### src/rtl/axis_avg_pkg.sv
// Shared types and config-field layout for the decimating averager.
package axis_avg_pkg;

    typedef enum logic {
        IDLE  = 1'b0,
        ACCUM = 1'b1
    } avg_state_e;

    localparam int unsigned LOG2N_LSB  = 0;
    localparam int unsigned LOG2N_W    = 4;
    localparam int unsigned ENABLE_BIT = 8;
    localparam int unsigned CLR_BIT    = 9;
    localparam int unsigned DROP_CNT_W = 16;
    localparam int unsigned WIN_CNT_W  = 16;
    localparam int unsigned CFG_ADDR_W = 32;
    localparam int unsigned CFG_DATA_W = 512;

    typedef struct packed {
        logic               clr;
        logic               enable;
        logic [LOG2N_W-1:0] log2n;
    } avg_cfg_t;

    // Decode the low config-word fields, clamping the exponent to the build maximum.
    function automatic avg_cfg_t decode_cfg(input logic [CLR_BIT:0] data,
                                            input int unsigned max_log2n);
        avg_cfg_t           c;
        logic [LOG2N_W-1:0] raw;
        raw      = data[LOG2N_LSB +: LOG2N_W];
        c.log2n  = (32'(raw) > max_log2n) ? LOG2N_W'(max_log2n) : raw;
        c.enable = data[ENABLE_BIT];
        c.clr    = data[CLR_BIT];
        return c;
    endfunction

endpackage

### src/rtl/axis_decimating_averager_if.sv
// AXI-Stream bundle for the averager. AXIS_AVG_MINMAX_EN adds min/max sidebands.
interface axis_decimating_averager_if #(
    parameter int unsigned DATA_W = 32,
    parameter int unsigned AUX_W  = 32
);
    logic [DATA_W-1:0] tdata;
    logic              tvalid;
    logic              tready;
`ifdef AXIS_AVG_MINMAX_EN
    logic [AUX_W-1:0]  min_tdata;
    logic [AUX_W-1:0]  max_tdata;
`endif

    // Producer side with backpressure.
    modport master (
        output tdata,
        output tvalid,
`ifdef AXIS_AVG_MINMAX_EN
        output min_tdata,
        output max_tdata,
`endif
        input  tready
    );

    // Consumer side of a stream that cannot be stalled.
    modport sink (
        input tdata,
        input tvalid
    );
endinterface

### src/rtl/axis_out_reg.sv
// One-entry valid/ready holding register; flags results that arrive while full.
module axis_out_reg #(
    parameter int unsigned W = 32
) (
    input  logic         clk_i,
    input  logic         rst_i,
    input  logic         load_i,
    input  logic [W-1:0] data_i,
    input  logic         ready_i,
    output logic         valid_o,
    output logic [W-1:0] data_o,
    output logic         drop_c_o
);
    logic         valid_q, valid_d;
    logic [W-1:0] data_q, data_d;

    // A new result is lost only if the held beat is not leaving this cycle.
    assign drop_c_o = load_i & valid_q & ~ready_i;

    // Load when empty or draining, otherwise clear valid on transfer.
    always_comb begin
        valid_d = valid_q;
        data_d  = data_q;
        if (load_i && (!valid_q || ready_i)) begin
            valid_d = 1'b1;
            data_d  = data_i;
        end else if (valid_q && ready_i) begin
            valid_d = 1'b0;
        end
    end

    // Holding register.
    always_ff @(posedge clk_i) begin
        if (rst_i) begin
            valid_q <= 1'b0;
            data_q  <= '0;
        end else begin
            valid_q <= valid_d;
            data_q  <= data_d;
        end
    end

    assign valid_o = valid_q;
    assign data_o  = data_q;
endmodule

### src/rtl/axis_decimating_averager.sv
// Averages 2^k signed samples into one output beat; drops and counts results
// when the output is still full. Optional macro: AXIS_AVG_MINMAX_EN.
module axis_decimating_averager
    import axis_avg_pkg::*;
#(
    parameter int unsigned SAXIS_TDATA_WIDTH     = 32,
    parameter int unsigned MAXIS_TDATA_WIDTH     = 32,
    parameter int unsigned MAX_LOG2N             = 15,
    parameter int unsigned configuration_address = 2001
) (
    input  logic                  a_clk,
    input  logic                  a_reset,
    input  logic [CFG_ADDR_W-1:0] config_addr,
    input  logic [CFG_DATA_W-1:0] config_data,
    axis_decimating_averager_if.sink   s_axis,
    axis_decimating_averager_if.master m_axis,
    output logic                  overflow,
    output logic [DROP_CNT_W-1:0] drop_count,
    output logic [WIN_CNT_W-1:0]  window_count
);
    localparam int unsigned SW    = SAXIS_TDATA_WIDTH;
    localparam int unsigned MW    = MAXIS_TDATA_WIDTH;
    localparam int unsigned ACC_W = SW + MAX_LOG2N;
    localparam int unsigned CNT_W = (MAX_LOG2N > 0) ? MAX_LOG2N : 1;
`ifdef AXIS_AVG_MINMAX_EN
    localparam int unsigned PAY_W = MW + 2 * SW;
`else
    localparam int unsigned PAY_W = MW;
`endif

    avg_state_e               state_q;
    logic [LOG2N_W-1:0]       log2n_q;
    logic                     enable_q;
    logic signed [ACC_W-1:0]  acc_q;
    logic [CNT_W-1:0]         cnt_q;
    logic                     overflow_q;
    logic [DROP_CNT_W-1:0]    drop_cnt_q;
    logic [WIN_CNT_W-1:0]     win_cnt_q;

    logic                     cfg_wr_c, accept_c, done_c, drop_c;
    avg_cfg_t                 cfg_c;
    logic [CNT_W-1:0]         win_len_m1_c;
    logic signed [ACC_W-1:0]  sample_ext_c, sum_c;
    logic signed [SW-1:0]     mean_c;
    logic [PAY_W-1:0]         res_pay_c, out_pay;
    logic                     out_valid;
    logic                     unused_cfg_bits;

    assign unused_cfg_bits = ^config_data[CFG_DATA_W-1:CLR_BIT+1];

    assign cfg_wr_c     = (config_addr == CFG_ADDR_W'(configuration_address));
    assign cfg_c        = decode_cfg(config_data[CLR_BIT:0], MAX_LOG2N);
    assign accept_c     = (state_q == ACCUM) && enable_q && !cfg_wr_c && s_axis.tvalid;
    assign win_len_m1_c = CNT_W'((32'd1 << log2n_q) - 32'd1);
    assign done_c       = accept_c && (cnt_q == win_len_m1_c);
    assign sample_ext_c = ACC_W'($signed(s_axis.tdata));
    assign sum_c        = acc_q + sample_ext_c;
    assign mean_c       = SW'(sum_c >>> log2n_q);

`ifdef AXIS_AVG_MINMAX_EN
    logic signed [SW-1:0] sample_c, min_q, max_q, cur_min_c, cur_max_c;
    assign sample_c  = s_axis.tdata;
    // First sample of a window seeds both extremes.
    assign cur_min_c = (cnt_q == '0 || sample_c < min_q) ? sample_c : min_q;
    assign cur_max_c = (cnt_q == '0 || sample_c > max_q) ? sample_c : max_q;
    assign res_pay_c = {cur_max_c, cur_min_c, MW'(mean_c)};

    // Running extremes of the current window.
    always_ff @(posedge a_clk) begin
        if (a_reset) begin
            min_q <= '0;
            max_q <= '0;
        end else if (accept_c) begin
            min_q <= cur_min_c;
            max_q <= cur_max_c;
        end
    end

    assign m_axis.tdata     = out_pay[MW-1:0];
    assign m_axis.min_tdata = out_pay[MW +: SW];
    assign m_axis.max_tdata = out_pay[MW+SW +: SW];
`else
    assign res_pay_c    = MW'(mean_c);
    assign m_axis.tdata = out_pay;
`endif

    // Config capture, IDLE/ACCUM control and window accumulation.
    always_ff @(posedge a_clk) begin
        if (a_reset) begin
            state_q  <= IDLE;
            log2n_q  <= '0;
            enable_q <= 1'b0;
            acc_q    <= '0;
            cnt_q    <= '0;
        end else begin
            case (state_q)
                IDLE: begin
                    if (enable_q) state_q <= ACCUM;
                end
                ACCUM: begin
                    if (!enable_q) begin
                        state_q <= IDLE;
                        acc_q   <= '0;
                        cnt_q   <= '0;
                    end else if (done_c) begin
                        acc_q <= '0;
                        cnt_q <= '0;
                    end else if (accept_c) begin
                        acc_q <= sum_c;
                        cnt_q <= cnt_q + CNT_W'(1);
                    end
                end
                default: state_q <= IDLE;
            endcase
            if (cfg_wr_c) begin
                log2n_q  <= cfg_c.log2n;
                enable_q <= cfg_c.enable;
                acc_q    <= '0;
                cnt_q    <= '0;
            end
        end
    end

    axis_out_reg #(.W(PAY_W)) u_out_reg (
        .clk_i    (a_clk),
        .rst_i    (a_reset),
        .load_i   (done_c),
        .data_i   (res_pay_c),
        .ready_i  (m_axis.tready),
        .valid_o  (out_valid),
        .data_o   (out_pay),
        .drop_c_o (drop_c)
    );
    assign m_axis.tvalid = out_valid;

    // Window/drop statistics; a drop overrides a same-cycle clear.
    always_ff @(posedge a_clk) begin
        if (a_reset) begin
            overflow_q <= 1'b0;
            drop_cnt_q <= '0;
            win_cnt_q  <= '0;
        end else begin
            if (done_c) win_cnt_q <= win_cnt_q + WIN_CNT_W'(1);
            if (drop_c) begin
                overflow_q <= 1'b1;
                if (cfg_wr_c && cfg_c.clr) drop_cnt_q <= DROP_CNT_W'(1);
                else if (drop_cnt_q != '1) drop_cnt_q <= drop_cnt_q + DROP_CNT_W'(1);
            end else if (cfg_wr_c && cfg_c.clr) begin
                overflow_q <= 1'b0;
                drop_cnt_q <= '0;
            end
        end
    end

    assign overflow     = overflow_q;
    assign drop_count   = drop_cnt_q;
    assign window_count = win_cnt_q;
endmodule
### src/flat_wrapper.sv
// flat-port wrapper written by rule: the top's interface ports become plain ports
module axis_decimating_averager_flat import axis_avg_pkg::*;
#(
    parameter int unsigned SAXIS_TDATA_WIDTH     = 32,
    parameter int unsigned MAXIS_TDATA_WIDTH     = 32,
    parameter int unsigned MAX_LOG2N             = 15,
    parameter int unsigned configuration_address = 2001
)
  (a_clk, a_reset, config_addr, config_data, overflow, drop_count, window_count, s_axis_tdata, s_axis_tvalid, m_axis_tdata, m_axis_tvalid, m_axis_tready);
  axis_decimating_averager_if s_axis_i ();
  axis_decimating_averager_if m_axis_i ();
  input  logic a_clk;
  input  logic a_reset;
  input  logic [CFG_ADDR_W-1:0] config_addr;
  input  logic [CFG_DATA_W-1:0] config_data;
  output logic overflow;
  output logic [DROP_CNT_W-1:0] drop_count;
  output logic [WIN_CNT_W-1:0] window_count;
  input wire logic [$bits(s_axis_i.tdata)-1:0] s_axis_tdata;
  input wire logic [$bits(s_axis_i.tvalid)-1:0] s_axis_tvalid;
  output wire logic [$bits(m_axis_i.tdata)-1:0] m_axis_tdata;
  output wire logic [$bits(m_axis_i.tvalid)-1:0] m_axis_tvalid;
  input wire logic [$bits(m_axis_i.tready)-1:0] m_axis_tready;
  assign s_axis_i.tdata = s_axis_tdata;
  assign s_axis_i.tvalid = s_axis_tvalid;
  assign m_axis_tdata = m_axis_i.tdata;
  assign m_axis_tvalid = m_axis_i.tvalid;
  assign m_axis_i.tready = m_axis_tready;
  axis_decimating_averager #(.SAXIS_TDATA_WIDTH(SAXIS_TDATA_WIDTH), .MAXIS_TDATA_WIDTH(MAXIS_TDATA_WIDTH), .MAX_LOG2N(MAX_LOG2N), .configuration_address(configuration_address)) u_core (.a_clk(a_clk), .a_reset(a_reset), .config_addr(config_addr), .config_data(config_data), .s_axis(s_axis_i), .m_axis(m_axis_i), .overflow(overflow), .drop_count(drop_count), .window_count(window_count));
endmodule
### config.mk
export PLATFORM = sky130hd
export DESIGN_NAME = axis_decimating_averager_flat
export DESIGN_NICKNAME = d
export VERILOG_FILES = /design/src/rtl/axis_avg_pkg.sv /design/src/rtl/axis_decimating_averager_if.sv /design/src/rtl/axis_out_reg.sv /design/src/rtl/axis_decimating_averager.sv /design/src/flat_wrapper.sv
export SDC_FILE = /design/constraint.sdc
export NUM_CORES = 1
export LEC_CHECK = 0
export ABC_AREA = 1
export CAP_MARGIN = 10
export CORE_AREA = 5 5 250 252
export DETAILED_ROUTE_END_ITERATION = 7
export DIE_AREA = 0 0 255 257
export GPL_ROUTABILITY_DRIVEN = 0
export HOLD_SLACK_MARGIN = 0.12
export PLACE_DENSITY = 0.5
export SETUP_SLACK_MARGIN = 0.02
export SLEW_MARGIN = 20
export SYNTH_ARGS = -nofsm -noshare
export SYNTH_HDL_FRONTEND = slang
export SYNTH_SLANG_ARGS = --single-unit
### constraint.sdc
create_clock -name a_clk -period 3.1 [get_ports a_clk]
set_input_delay 0.62 -clock a_clk [delete_from_list [all_inputs] [get_ports a_clk]]
set_output_delay 0.62 -clock a_clk [all_outputs]
set_load 0.005 [all_outputs]
==> out/metrics.cfg, run 1 <==
[detailed_routing]
first_pass_iters = 6
route.detailed.drc = 0
drt_iter0_drc = 1117
via_per_inst = 4.562
routed-via-count = 14641
routed_wl_um = 54970
avgRoutedWirePerCell_um = 17.13
detail-route-antenna-nets = 0

[sta]
setup_tns_ps = 0
setup_ws_ps = 103.5
finalMaxSlewViolations = 0
setup_viol = 0
min_period_over_period_pct = 96.66
rsz0062_at_grt = yes
period_minus_slack_ps = 2997
tightest_slew_ps = 614.6
fmax_ghz = 0.3337
max_slew_margin_pct = 59.03
fin_skew_ps = 17.36
final-hold-violation-count = 0

[flow_run]
max_cap_viol_count = 0

[finish]
final_area_mm2 = 0.01746
layout.nets = 3045
drive_gt1_share_pct = 20.27
area_delta_synth_final_pct = 49.08
utilization_pct = 29.14
diodes = 0

[yosys]
ys_seq_area_share_pct = 22.91
synth_fp_nets = 2685
ys_seq_elements = 134
netlist_area_mm2 = 0.01171
async_flop_share_pct = 0
synth_flop_cell = dfxtp_1
synth.avg_cell_area_um2 = 5.701
netlist_instances = 2054
synth_cell_types = 43
yosys_warnings = 0
synth-edff-count = 0

[die]
io_pins = 646
core_area_mm2 = 0.05991
fp.dieH_um = 257
fp-row-count = 90
die_x_um = 255
initial_utilization_pct = 19.55
die-area_mm2 = 0.06554

[clocking]
path_clk_slew_ps = 70
numCtsBuffers = 17
cts_tree = built
root_buffer = clkbuf_16
cts.sinks = 134
ctsHtreeMaxLevel = 4
cts_buffer_depth = 2
clk_latency_ps = 480

[pwr]
leakage_nw = 7.834
power_density_mw_per_mm2 = 254.7
finalPower_w = 0.004446
peakVddDrop_v = 0.0002674

[setup_path]
worst_setup_path_start_kind = input port
cp.required_ps = 3510
crit_type = input port to flop
crit_fanout = 3
cp.arrival_ps = 3410
end_kind = flop

[global_routing]
overflow = 0
grt_pass1_wl_um = 82270
antenna_found_initial = 4
grt_pass1_vias = 13988
grt_max_degree = 60
grtUsageTotal_pct = 16.08

[placement]
dpl.hpwl_um = 43780
place_area_mm2 = 0.01584
portBuffers = 139
dp_slack_ps = -784.4

[worst_hold_path]
hold_class = flop to flop

[status]
status = finished clean

metal layers:
layer / part of all wire (%) / up-vias / GRT usage, % / wire length, µm
met3: 5.0 / 74 / 2.454 / 2768
li1: - / 7404 / - / -
met2: 47 / 397 / 26.77 / 25920
met1: 45 / 6762 / 21.53 / 24780
met5: 0.038 / - / 0 / 21
met4: 2.7 / 4 / 4.674 / 1482
worst max-delay path, cell delays in order:
cell and delay [ps]:
clkdlybuf4s50_1 450, ha_4 300, nand2_1 120, buf_4 150
nand2_1 60, nand2_1 50, nand2_1 50, nand2_1 40
nand3_1 90, buf_6 150, nand2_1 80, nand2_1 110
nand2_1 100, nand2_1 90, nand2_1 60, nand2_2 110
nand2_2 80, nand3_2 120, nand3_1 110, a21oi_2 180
nor2_1 60, buf_4 120, nor2_1 80
through the flow:
step / instances / hold WS (ps)
2_1_floorplan: 2054 / 424.1
3_3_place_gp: 3173 / 445.1
3_5_place_dp: 3173 / 443.8
4_1_cts: 3205 / 456.1
5_1_grt: 3209 / 476.8
6_report: 3209 / 450.8
Yosys cell counts, types with 2 or more instances:
master	n	area (µm²)
nor4_1	6	37.54
buf_6	2	22.52
or2_2	6	37.54
buf_1	14	52.55
inv_2	8	30.03
ha_1	50	625.6
buf_2	7	35.03
a31oi_1	8	50.05
a22oi_1	2	15.01
nor3_1	32	160.2
o211ai_1	5	37.54
nand4_1	25	156.4
o22ai_1	3	18.77
xor2_1	24	210.2
a21oi_1	161	805.8
nand3b_1	6	45.04
inv_1	255	957.2
nand2_4	2	22.52
o21bai_1	9	67.56
and3_1	7	43.79
nand2_1	642	2410
nand3_1	299	1496
nor2_2	4	25.02
clkbuf_1	35	131.4
nor2_1	172	645.6
dfxtp_1	134	2683
nand2_2	7	43.79
o21ai_0	87	435.4
nor2_4	5	56.30
xnor2_1	21	183.9
buf_4	4	30.03
area by class of cell:
cell class | count | area (µm²)
Clock buffer | 17 | 425.4
Clock inverter | 15 | 153.9
Fill cell | 6761 | 42450
Inverter | 263 | 987.2
Multi-Input combinational cell | 1595 | 8710
Sequential cell | 134 | 2684
Tap cell | 782 | 978.4
Timing Repair Buffer | 403 | 3518
cell families after synthesis:
family / count (synthesis) / synth area share (%)
AND/OR/NAND/NOR: 1219 / 44.75
buffers and inverters: 325 / 10.75
AO/OA/AOI/OAI: 278 / 12.38
flip-flops: 134 / 22.91
adder cells (fa/ha/maj): 51 / 5.513
XOR/XNOR: 47 / 3.697
registers in the layout (all words and copies together), names as in the netlist, 4 cells and up:
signal / count
u_core.u_out_reg.data_o: 32
u_core.cnt_q: 15
u_core.drop_count: 16
u_core.window_count: 16
u_core.log2n_q: 4
u_core.acc_q: 47
final timing paths:
kind | from | end | slack, ps | cells after the start
worst max-delay path | s_axis_tdata[3] | u_core.u_out_reg.data_o[28] | 100 | 23
worst max register to register | u_core.log2n_q[0] | u_core.acc_q[36] | 240 | 13
worst min register to register | u_core.enable_q | u_core.state_q | 450 | 2
worst min-delay path | u_core.enable_q | u_core.state_q | 450 | 2
timing repair:
action | in CTS | in global routing
hold buffers | 0 | 0
setup buffers | 0 | 3
gates resized for setup | 49 | 161
cloned | 0 | 1
endpoints found under the setup margin | 32 | 69
pin swaps | 4 | 17
power breakdown:
part	switching, W	internal (W)
Sequential	0.000000000000113	0.00172
Combinational	0.000338	0.000295
Clock	0.00102	0.00107
Total	0.00136	0.00309
placed cells by master (no fill, tap or decap), types with 9 or more instances in the layout:
| master | n |
|---|---|
| clkbuf_16 | 18 |
| nor2_4 | 11 |
| a21oi_2 | 23 |
| nor3_1 | 29 |
| nor2_1 | 144 |
| buf_4 | 254 |
| dlymetal6s2s_1 | 17 |
| inv_1 | 254 |
| dfxtp_1 | 133 |
| nand4_1 | 25 |
| clkdlybuf4s50_1 | 121 |
| o21bai_1 | 9 |
| nand3_1 | 272 |
| inv_2 | 9 |
| xor2_1 | 20 |
| nand2_2 | 39 |
| xnor2_1 | 20 |
| ha_4 | 32 |
| nor2_2 | 26 |
| nand2_1 | 605 |
| o21ai_0 | 77 |
| ha_1 | 17 |
| nand3_2 | 24 |
| a21oi_1 | 138 |
| o21ai_1 | 11 |
Power figures use the tool's default switching activity.
==> run 2, diff against run 1 <==
Settings changed: PLACE_DENSITY 0.5 to default.
==> run 2 against run 1 <==
Worst hold slack improved by 12 ps. Count of clock-buffer cells in the layout increased by 1. Global-route usage down 1.0 points. Critical path type unchanged. Critical path depth down 5. Critical endpoint is now u_core.u_out_reg.data_o[20]. Via count is 0.81% higher. Sequential power about the same. Largest cell class unchanged.
==> out/metrics.cfg, run 2 (synthesized netlist as in run 1, its figures left out) <==
[status]
status = finished clean

[setup_path]
cp_cell_sequence = clkdlybuf4s50_1 > ha_4 > nand2_1 > nor2_1 > inv_1 > nor2_1 > inv_1 > nor2_1 > nand2_1 > nand2_1 > nand2_1 > nand2_1 > nand2_1 > nand3_1 > nand3_1 > nand3_1 > nand2_1 > a21oi_1
cpMaxStageDelayCell = clkdlybuf4s50_1
worst_setup_path_start_kind = input port
end_kind = flop
cp_slowest_stage_delay_ps = 530  ; +80 ps
cp_common_cell = nand2_1
crit_family = simple AND/OR/NAND/NOR gates
cp.arrival_ps = 3350  ; -60 ps
cp.required_ps = 3480  ; -30 ps
crit_fanout = 4  ; +1
worst-path-buf-inv = 3  ; -1
crit_type = input port to flop

[pwr]
peakVddDrop_v = 0.0004247  ; +59%
leakage_nw = 7.709  ; -1.6%
finalPower_w = 0.004442  ; about the same
power_density_mw_per_mm2 = 258.4  ; +1.5%

[detailed_routing]
routed-via-count = 14760  ; +0.81%
avgRoutedWirePerCell_um = 16.04  ; -6.4%
detail-route-antenna-nets = 0  ; unchanged
routed_wl_um = 51450  ; -6.4%
first_pass_iters = 6  ; unchanged
drt_iter0_drc = 1376  ; +23%
route.detailed.drc = 0  ; unchanged
via_per_inst = 4.601  ; +0.84%

[finish]
diodes = 0  ; unchanged
area_delta_synth_final_pct = 46.79
drive_gt1_share_pct = 18.34  ; -1.9 points
final.fill_count = 6701  ; -0.89%
largest_reg_flops = 47  ; unchanged
final_common_cell = nand2_1
final_cell_mix = nand2_1, nand3_1, inv_1
utilization_pct = 28.69  ; -0.45 points
layout.nets = 3045  ; unchanged
largest-register = u_core.acc_q

[flow_run]
max_cap_viol_count = 0  ; unchanged

[sta]
fin_skew_ps = 12.11  ; -5.251 ps
max_slew_margin_pct = 63.34  ; +4.3 points
fmax_ghz = 0.3369  ; +0.96%
period_minus_slack_ps = 2968  ; -28.38 ps
finalMaxSlewViolations = 0  ; unchanged
setup_viol = 0  ; unchanged
whs_ps = 462.4  ; +11.62 ps
min_period_over_period_pct = 95.75  ; -0.92 points
tightest_slew_ps = 549.9  ; -64.68 ps
final-hold-violation-count = 0  ; unchanged

[clocking]
path_clk_slew_ps = 60  ; about the same
cts.sinks = 134  ; unchanged
cts_buffer_depth = 2  ; unchanged
postCtsHoldBufs = 0  ; unchanged
clk_latency_ps = 450  ; -30 ps
ctsHtreeMaxLevel = 4  ; unchanged
root_buffer = clkbuf_16
cts_tree = built
numCtsBuffers = 17  ; unchanged

[die]
core_area_mm2 = 0.05991  ; unchanged
initial_utilization_pct = 19.55  ; unchanged
fp.dieH_um = 257  ; unchanged
die-area_mm2 = 0.06554  ; unchanged
io_pins = 646  ; unchanged
die_x_um = 255  ; unchanged
fp-row-count = 90  ; unchanged

[global_routing]
overflow = 0  ; unchanged
antenna_found_initial = 6  ; +2
grtUsageTotal_pct = 15.04  ; -1.0 points
grt_pass1_wl_um = 78040  ; -5.1%
grt_pass1_vias = 13871  ; -0.84%
grt_max_degree = 45  ; -25%

[placement]
portBuffers = 139  ; unchanged
dpl.hpwl_um = 41710  ; -4.7%

[worst_hold_path]
hold_class = flop to flop

run 2: changes by cell type in the layout (fill, tap and decap cells not counted), moves of 6 or more:
cell,before,now
dlymetal6s2s_1,17,11
nand2_1,605,623
a21oi_1,138,147
a21oi_2,23,14
nor2_1,144,152
nand3_2,24,17
nand2_2,39,26
ha_4,32,25
nand3_1,272,281
run 2: per-stage QoR:
stage / cells / setup TNS, ps / area [µm²] / setup WS [ps]
after floorplan: 2054 / 0 / 11710 / 385.2
after global placement: 3172 / -23440 / 15880 / -733.0
after detailed placement: 3172 / -24130 / 15880 / -744.0
after CTS: 3203 / 0 / 16520 / 21.88
after global routing: 3208 / -3.159 / 17190 / -3.159
final: 3208 / 0 / 17190 / 131.9
run 2: worst register-to-register path, cell delays in order, from the launching register on:
cell	delay [ps]
dfxtp_1	460
buf_4	210
nand2_1	200
nor2_1	280
xor2_1	210
xnor2_1	180
nand2_1	90
nor3_1	190
buf_4	150
nand2_4	60
buf_4	160
nor2_2	150
nand2_2	120
nor2_1	100
nand2_1	50
and3_1	150
run 2: layer usage:
layer  part of all wire [%]  wire length, µm  vias to the layer above  global-route usage, %
met5                  0.023               12                        -                      0
met4                    3.1             1590                        2                  4.585
met3                    6.0             3081                      104                  2.383
met2                     47            24170                      529                  24.96
met1                     44            22600                     6718                  20.06
li1                       -                -                     7407                      -
run 2: worst paths after layout:
kind,from,end,slack (ps),depth (start not counted)
setup / recovery,s_axis_tdata[26],u_core.u_out_reg.data_o[20],130,18
setup reg to reg,u_core.log2n_q[2],u_core.window_count[15],220,15
hold reg to reg,u_core.u_out_reg.data_o[18],u_core.u_out_reg.data_o[18],460,2
hold / removal,u_core.u_out_reg.data_o[18],u_core.u_out_reg.data_o[18],460,2
run 2: cell type report:
cell class | count | area, µm² | share of cell area, %
Inverter | 263 | 987.2 | 5.743
Clock inverter | 13 | 147.6 | 0.8589
Clock buffer | 18 | 439.2 | 2.555
Sequential cell | 134 | 2684 | 15.61
Tap cell | 782 | 978.4 | 5.692
Timing Repair Buffer | 403 | 3542 | 20.61
Multi-Input combinational cell | 1595 | 8411 | 48.93
run 2: power by group:
| part | leakage (nW) | total (W) | internal [W] | switching, W |
|---|---|---|---|---|
| logic | 6.35 | 0.000621 | 0.000296 | 0.000325 |
| clock network | 0.281 | 0.00210 | 0.00121 | 0.000889 |
| registers | 1.08 | 0.00172 | 0.00172 | 0.000000000000127 |
run 2: what timing repair did:
action | 4_1_cts | 5_1_grt
gates resized for setup | 16 | 124
buffers inserted | 0 | 4
endpoints found under the setup margin | 32 | 43
pin swaps | 0 | 12
gates cloned | 0 | 1
